===== config.mk =====
export PLATFORM = sky130hd
export DESIGN_NAME = cdb_arbiter
export DESIGN_NICKNAME = d
export VERILOG_FILES = /design/src/rtl/cdb_arbiter.sv
export SDC_FILE = /design/constraint.sdc
export NUM_CORES = 1
export LEC_CHECK = 0
export CAP_MARGIN = 30
export CORE_UTILIZATION = 45
export CTS_CLUSTER_SIZE = 30
export DETAILED_ROUTE_END_ITERATION = 16
export GPL_ROUTABILITY_DRIVEN = 0
export SLEW_MARGIN = 20
export SYNTH_ARGS = -nofsm -noshare
export SYNTH_HDL_FRONTEND = slang
export SYNTH_SLANG_ARGS = --single-unit

===== constraint.sdc =====
create_clock -name clk -period 3.65 [get_ports clk]
set_input_delay 1.095 -clock clk [delete_from_list [all_inputs] [get_ports clk]]
set_output_delay 1.095 -clock clk [all_outputs]
set_load 0.01 [all_outputs]

===== src/rtl/cdb_arbiter.sv =====
// Common data bus arbiter: one FIFO per producer (ALU, LSB),
// round-robin broadcast of one result per cycle, flushed on misbranch.
module cdb_arbiter #(
  parameter int DATA_W = 32,
  parameter int TAG_W  = 4,
  parameter int DEPTH  = 4
) (
  input  logic              clk,
  input  logic              rst,
  input  logic              rdy,
  input  logic              in_rob_misbranch,
  input  logic              in_alu_valid,
  input  logic [TAG_W-1:0]  in_alu_tag,
  input  logic [DATA_W-1:0] in_alu_value,
  output logic              out_alu_ready,
  input  logic              in_lsb_valid,
  input  logic [TAG_W-1:0]  in_lsb_tag,
  input  logic [DATA_W-1:0] in_lsb_value,
  output logic              out_lsb_ready,
  output logic [TAG_W-1:0]  out_cdb_tag,
  output logic [DATA_W-1:0] out_cdb_value,
  output logic              out_cdb_src
);

  localparam int PW = $clog2(DEPTH);
  localparam int CW = PW + 1;
  localparam logic [CW-1:0] FULL = CW'(DEPTH);

  typedef struct packed {
    logic [TAG_W-1:0]  tag;
    logic [DATA_W-1:0] value;
  } ent_t;

  ent_t              mem_q  [2][DEPTH];
  logic [PW-1:0]     head_q [2];
  logic [PW-1:0]     head_d [2];
  logic [PW-1:0]     tail_q [2];
  logic [PW-1:0]     tail_d [2];
  logic [CW-1:0]     cnt_q  [2];
  logic [CW-1:0]     cnt_d  [2];
  logic              last_q, last_d;
  logic [TAG_W-1:0]  tag_q, tag_d;
  logic [DATA_W-1:0] value_q, value_d;
  logic              src_q, src_d;

  ent_t in_ent [2];
  logic in_vld [2];
  logic push   [2];
  logic pop    [2];
  logic nempty [2];
  logic go;
  logic any;
  logic gsel;
  ent_t head_ent;

  assign go        = rdy && !in_rob_misbranch;
  assign in_ent[0] = {in_alu_tag, in_alu_value};
  assign in_ent[1] = {in_lsb_tag, in_lsb_value};
  assign in_vld[0] = in_alu_valid;
  assign in_vld[1] = in_lsb_valid;

  // Ready comes from the registered count only: no pass-through.
  assign out_alu_ready = cnt_q[0] < FULL;
  assign out_lsb_ready = cnt_q[1] < FULL;

  always_comb begin
    for (int s = 0; s < 2; s++) begin
      nempty[s] = cnt_q[s] != '0;
      push[s]   = go && in_vld[s] && (cnt_q[s] < FULL)
                  && (in_ent[s].tag != '0);
    end
  end

  // last_q = 1 means the LSB won last, so ties go to the ALU.
  always_comb begin
    any  = 1'b1;
    gsel = 1'b0;
    unique case (1'b1)
      nempty[0] && nempty[1]:  gsel = ~last_q;
      nempty[0] && !nempty[1]: gsel = 1'b0;
      !nempty[0] && nempty[1]: gsel = 1'b1;
      default:                 any  = 1'b0;
    endcase
  end

  assign pop[0]   = go && any && !gsel;
  assign pop[1]   = go && any && gsel;
  assign head_ent = mem_q[gsel][head_q[gsel]];

  always_comb begin
    tag_d   = tag_q;
    value_d = value_q;
    src_d   = src_q;
    last_d  = last_q;
    for (int s = 0; s < 2; s++) begin
      head_d[s] = head_q[s];
      tail_d[s] = tail_q[s];
      cnt_d[s]  = cnt_q[s];
    end
    if (rdy && in_rob_misbranch) begin
      for (int s = 0; s < 2; s++) begin
        head_d[s] = '0;
        tail_d[s] = '0;
        cnt_d[s]  = '0;
      end
      tag_d  = '0;
      last_d = 1'b1;
    end else if (rdy) begin
      for (int s = 0; s < 2; s++) begin
        if (push[s]) tail_d[s] = tail_q[s] + 1'b1;
        if (pop[s])  head_d[s] = head_q[s] + 1'b1;
        cnt_d[s] = cnt_q[s] + CW'(push[s]) - CW'(pop[s]);
      end
      if (any) begin
        tag_d   = head_ent.tag;
        value_d = head_ent.value;
        src_d   = gsel;
        last_d  = gsel;
      end else begin
        tag_d = '0;
      end
    end
  end

  always_ff @(posedge clk) begin
    if (rst) begin
      for (int s = 0; s < 2; s++) begin
        head_q[s] <= '0;
        tail_q[s] <= '0;
        cnt_q[s]  <= '0;
      end
      last_q  <= 1'b1;
      tag_q   <= '0;
      value_q <= '0;
      src_q   <= 1'b0;
    end else begin
      for (int s = 0; s < 2; s++) begin
        head_q[s] <= head_d[s];
        tail_q[s] <= tail_d[s];
        cnt_q[s]  <= cnt_d[s];
      end
      last_q  <= last_d;
      tag_q   <= tag_d;
      value_q <= value_d;
      src_q   <= src_d;
    end
  end

  always_ff @(posedge clk) begin
    for (int s = 0; s < 2; s++) begin
      if (push[s]) mem_q[s][tail_q[s]] <= in_ent[s];
    end
  end

  assign out_cdb_tag   = tag_q;
  assign out_cdb_value = value_q;
  assign out_cdb_src   = src_q;

endmodule


==> results of run 1 <==
[cell type report]
class	count	area, um^2	share of cell area
clock inverters	5	31.3	0.00199
flip-flops and latches	340	9700	0.616
multi-input cells	227	3020	0.192
inverters	15	56.3	0.00357
repair buffers	141	1420	0.0904
well taps	378	473	0.0300
clock buffers	60	1050	0.0668
[logic make-up after synthesis]
group / synth area share
AO/OA/AOI/OAI: 0.0346
XOR/XNOR: 0.00674
adder cells (fa/ha/maj): 0.0146
buffers and inverters: 0.0224
flip-flops: 0.746
multiplexers: 0.156
AND/OR/NAND/NOR: 0.0192
[worst reg2reg max path, cell delays in order (launching register included)]
cell and delay (ns):
dfxtp_1 0.36, o31ai_1 0.55, nand3_1 0.23, inv_1 0.10
ha_1 0.22, inv_1 0.06, ha_1 0.15, inv_1 0.06
fa_1 0.37, xor2_1 0.14, nand2_1 0.08, xnor2_1 0.14
nor2_1 0.05
[worst max-delay path by stage]
stage / start / end / slack (ns) / cells past startpoint
after floorplan: in_rob_misbranch / mem_q[0][0] / 0.56 / 3
after global placement: in_rob_misbranch / cnt_q[0][2] / 0.18 / 12
after detailed placement: in_rob_misbranch / cnt_q[0][2] / 0.10 / 12
after CTS: in_rob_misbranch / cnt_q[0][2] / 0.63 / 12
after global routing: in_rob_misbranch / cnt_q[0][2] / 0.47 / 12
final: in_rob_misbranch / cnt_q[0][2] / 0.61 / 12
[state kept, by name, summed over array words and instances, names as in the netlist]
name	cells
cnt_q	6
head_q	4
last_q	1
mem_q	288
out_cdb_src	1
out_cdb_tag	4
out_cdb_value	32
tail_q	4
[metal layers]
layer,GRT usage,vias up,wire length (um)
li1,-,2797,-
met2,0.308,159,13100
met3,0.0382,26,1290
met5,0,-,0
met1,0.251,3252,11600
met4,0.0446,0,344
[power by group through the flow]
stage	Combinational [mW]	Sequential (mW)	Clock [mW]
after floorplan	0.252	4.38	0
after global placement	0.447	4.38	0
after detailed placement	0.460	4.39	0
after CTS	0.461	4.31	3.43
after global routing	0.488	4.31	3.58
final	0.454	4.30	3.34
[cell usage after synthesis, types with 6 or more instances]
cell / number
edfxtp_1: 288
mux4_2: 72
dfxtp_1: 52
mux2i_1: 41
o2bb2ai_1: 21
inv_1: 15
nor2_1: 15
ha_1: 12
o2bb2ai_2: 11
and2_1: 8
buf_2: 8
nand2_1: 7
buf_6: 6
[cell usage in the layout (no fill, tap or decap), types with 6 or more instances in the layout]
cell               n
clkdlybuf4s50_1  116
dfxtp_1           48
inv_1             15
mux2i_1           41
edfxtp_1         288
buf_4             19
o2bb2ai_1         21
o2bb2ai_2         11
clkbuf_1          19
buf_12             6
nand2_1            7
nor2_1            15
clkbuf_16         37
ha_1              12
and2_2             8
mux4_2            72
==> impl_metrics.yaml, run 1 <==
run_status:
  status: "complete, no violations"
critical_path:
  crit_type: "input pin to flip-flop"
  endpoint_kind: "flip-flop"
  critPathMaxFanout: 5
  arrival_ns: 3.42
  cp-start-kind: "input pin"
  worstRegToRegCells: 12
  cp.required_ns: 4.02
  slowest_delay_ns: 0.50
  rrSetupSlack_ns: 1.02
  crit_buf_inv: 3
  critPathSlowestCell: "clkdlybuf4s50_1"
  crit_chain: "clkdlybuf4s50_1, and2b_2, o211ai_1, inv_1, ha_1, inv_1, ha_1, fa_1, xnor2_1, nand2_1, xnor2_1, nor2_1"
  r2r_end: "cnt_q[0][5]"
  r2r-start: "cnt_q[0][1]"
  cp_top_family: "adder cells"
power:
  power_mw: 8.09
  p_seq_frac: 0.532
  p_sw_frac: 0.201
  pwr-share-clk: 0.412
  p_int_mw: 6.47
  power_density_nw_per_um2: 514
  switchingPower_mw: 1.63
  leakagePower_nw: 5.20
  peakVddDrop_mv: 0.341
  combinationalPowerShare: 0.056
sta:
  fin_worst_skew_ns: 0.00951
  setup_slack_ns: 0.607
  fmax_mhz: 329
  slew_viol_final: 0
  whs_ns: 0.457
  slew_headroom: 0.420
  post-route-period-util: 0.834
  fin_crit_ns: 3.04
  tightest_slew_ns: 0.870
  hold_viol_final: 0
  fin_tns_setup_ns: 0
  rsz0062_at_grt: "no"
  setup_viol_count_final: 0
place:
  place_area_um2: 14700
  place_inst: 1101
  hpwlAfterDp_um: 16300
  port_buffers: 116
  dp_slack_ns: 0.105
logic_synthesis:
  ys.flop_type: "edfxtp_1"
  syn_nets: 704
  ys_warn_count: 0
  syn_area_um2: 13000
  synth-edff-count: 288
  avgSynthCellArea_um2: 21.2
  async_flop_share: 0
  syn_inst: 612
  synth-seq-cells: 340
  ys_seq_area_frac: 0.746
  synth_cell_types: 41
  synth_top_cell_by_area: "edfxtp_1"
  synth_top_area_frac: 0.666
  synthTopCellsByArea: "edfxtp_1, mux4_2, dfxtp_1, mux2i_1, o2bb2ai_1"
final_layout:
  drive_above_1_share: 0.220
  final_util: 0.561
  syn_to_final_growth_pct: 21.3
  stdcell_area_um2: 15800
  insertedDiodeCount: 0
  final_nets: 853
  stdcell_count: 1166
  nFillCells: 2184
min_path:
  min_to: "out_cdb_tag[0]"
  hold_path.class: "flip-flop to flip-flop"
  hold-path-cell-count: 2
  hp-start: "out_cdb_tag[0]"
global_route:
  antenna_found_initial: 0
  grt_first_pass_wirelength_um: 39800
  track_usage: 0.185
  grt_max_degree: 39
  globalRoute.totalOverflow: 0
  grt_pass1_vias: 6756
drt:
  drt_iter0_drc: 471
  drt-total-wl_um: 26300
  routed_via_density: 5.35
  postRouteAntennaNets: 0
  wl_per_cell_um: 22.6
  via_count: 6234
  drc_errors: 0
  first_pass_iters: 4
floorplan:
  core_area_um2: 28100
  io_pins: 117
  dieArea_um2: 29500
  die_w_um: 172
  initial_utilization: 0.462
  row_count: 61
  die_y_um: 172
flow_run:
  cap_violations: 0
clock_network:
  cts_buffers: 36
  cts_sinks: 340
  clk_latency_ns: 0.51
  post_cts_buffers: 0
  cts-root-buf: "clkbuf_16"
  cts_tree: "done"
  ctsLongestPathBuffers: 3
  path_clk_slew_ns: 0.06
  ctsResizeCount: 0
  htreeDepth: 2
  ctsHoldBuffers: 0
Note: power is estimated with default switching activity, not from simulation.
==> run 2: changes to the inputs <==
==> constraint.sdc (replaced) <==
create_clock -name clk -period 3 [get_ports clk]
set_input_delay 0.9 -clock clk [delete_from_list [all_inputs] [get_ports clk]]
set_output_delay 0.9 -clock clk [all_outputs]
set_load 0.01 [all_outputs]
==> run 2 against run 1 <==
Clock skew grew 0.016 ns. Clock-buffer cell count decreased by 14. Combinational power is 28% higher.
==> impl_metrics.yaml, run 2 (synthesized netlist as in run 1, its figures left out) <==
global_route:
  use_met2: 0.320
  grt_use_met1: 0.258
  grt_pass1_vias: 6888
  grt_busiest_layer: "met2"
  grt_first_pass_wirelength_um: 40900
  track_usage: 0.191
  grt_max_degree: 39
  met3_usage: 0.0371
  globalRoute.totalOverflow: 0
  antenna_found_initial: 2
sta:
  slew_headroom: 0.449
  hold_viol_final: 0
  fin_worst_skew_ns: 0.0256
  fin_tns_setup_ns: 0
  post-route-period-util: 0.925
  setup_slack_ns: 0.225
  slew_viol_final: 0
  whs_ns: 0.462
  setup_viol_count_final: 0
  rsz0062_at_grt: "no"
  fin_crit_ns: 2.77
  fmax_mhz: 360
  tightest_slew_ns: 0.826
critical_path:
  arrival_ns: 3.14
  endpoint_kind: "flip-flop"
  crit_chain: "clkdlybuf4s50_1, and2b_2, o211ai_1, inv_1, ha_1, inv_1, ha_1, fa_1, xnor2_1, nand2_1, xnor2_1, nor2_1"
  cp_top_family: "adder cells"
  cp-start-kind: "input pin"
  cp.required_ns: 3.37
  critPathSlowestCell: "clkdlybuf4s50_1"
  slowest_delay_ns: 0.48
  crit_type: "input pin to flip-flop"
  critPathMaxFanout: 3
  crit_buf_inv: 3
floorplan:
  dieArea_um2: 29500
  core_area_um2: 28100
  initial_utilization: 0.462
  io_pins: 117
  die_y_um: 172
  row_count: 61
  die_w_um: 172
clock_network:
  cts_sinks: 340
  clk_latency_ns: 0.52
  ctsResizeCount: 0
  ctsHoldBuffers: 0
  post_cts_buffers: 0
  cts_buffers: 36
  ctsLongestPathBuffers: 3
  htreeDepth: 2
  cts-root-buf: "clkbuf_16"
  path_clk_slew_ns: 0.06
  cts_tree: "done"
place:
  dp_slack_ns: -0.275
  place_area_um2: 15000
  hpwlAfterDp_um: 17000
  port_buffers: 116
drt:
  drc_errors: 0
  first_pass_iters: 6
  wl_per_cell_um: 22.8
  via_count: 6306
  routed_via_density: 5.30
  postRouteAntennaNets: 0
  drt_iter0_drc: 415
  drt-total-wl_um: 27100
final_layout:
  drive_above_1_share: 0.250
  largest_reg_flops: 288
  final_nets: 875
  nFillCells: 2106
  stdcell_area_um2: 16200
  syn_to_final_growth_pct: 25.1
  layout_common_cells: "edfxtp_1, clkdlybuf4s50_1, mux4_2, dfxtp_1, mux2i_1"
  seq_area_um2: 9700
  final_common_cell: "edfxtp_1"
  multi_input_area_um2: 3020
flow_run:
  cap_violations: 0
power:
  power_mw: 10.5
  leakagePower_nw: 5.42
  peakVddDrop_mv: 0.367
  power_density_nw_per_um2: 644
run_status:
  status: "complete, no violations"
min_path:
  hold_path.class: "flip-flop to flip-flop"
[run 2: cell count changes in the layout (fill, tap and decap cells not counted)]
| cell | delta |
|---|---|
| clkbuf_1 | -14 |
| buf_12 | +11 |
| buf_4 | +11 |
| clkinv_1 | +7 |
| bufinv_16 | +6 |
| clkinvlp_4 | +2 |
| inv_6 | -2 |
| clkbuf_16 | +1 |
| clkbuf_8 | -1 |
| clkinv_2 | +1 |
| clkinv_8 | +1 |
| diode_2 | +1 |
[run 2: worst register-to-register path, stage by stage, from the launching register on]
cell and delay (ns):
dfxtp_1 0.34, or3_1 0.51, nand3_1 0.16, inv_1 0.05, ha_1 0.27, inv_1 0.06
ha_1 0.14, inv_1 0.05, fa_1 0.38, xor2_1 0.16, nand2_1 0.08, xnor2_1 0.13
nor2_1 0.05
[run 2: per-layer routing]
| metal | share of wire | vias up |
|---|---|---|
| met5 | 0.00048 | - |
| met4 | 0.015 | 2 |
| met3 | 0.058 | 32 |
| met2 | 0.50 | 158 |
| met1 | 0.43 | 3266 |
| li1 | - | 2848 |
[run 2: report_power, final]
group / switching [mW] / leakage, nW / internal, mW
clock: 1.75 / 0.612 / 2.90
combinational: 0.275 / 1.79 / 0.307
sequential: 0.0451 / 3.02 / 5.19
total: 2.07 / 5.42 / 8.40
[run 2: worst paths after layout]
kind                      from                 to  slack, ns  cells past startpoint
max           in_rob_misbranch        cnt_q[0][2]       0.23                     12
max reg2reg        cnt_q[0][5]        cnt_q[0][5]       0.48                     12
min reg2reg  out_cdb_value[13]  out_cdb_value[13]       0.46                      1
min          out_cdb_value[13]  out_cdb_value[13]       0.46                      1
[run 2: area by class of cell]
| cell class | count | share of cell area |
|---|---|---|
| Sequential cell | 340 | 0.597 |
| Multi-Input combinational cell | 227 | 0.186 |
| Timing Repair Buffer | 163 | 0.106 |
| Clock buffer | 46 | 0.0622 |
| Tap cell | 378 | 0.0291 |
| Clock inverter | 20 | 0.0158 |
| Inverter | 15 | 0.00347 |
| Antenna cell | 1 | 0.000154 |
[run 2: through the flow]
| step | std cells | util |
|---|---|---|
| finish | 1190 | 0.578 |
| detailed placement | 1123 | 0.533 |
| CTS | 1189 | 0.578 |
| floorplan | 612 | - |
| global route | 1189 | 0.578 |
| global placement | 1123 | 0.533 |
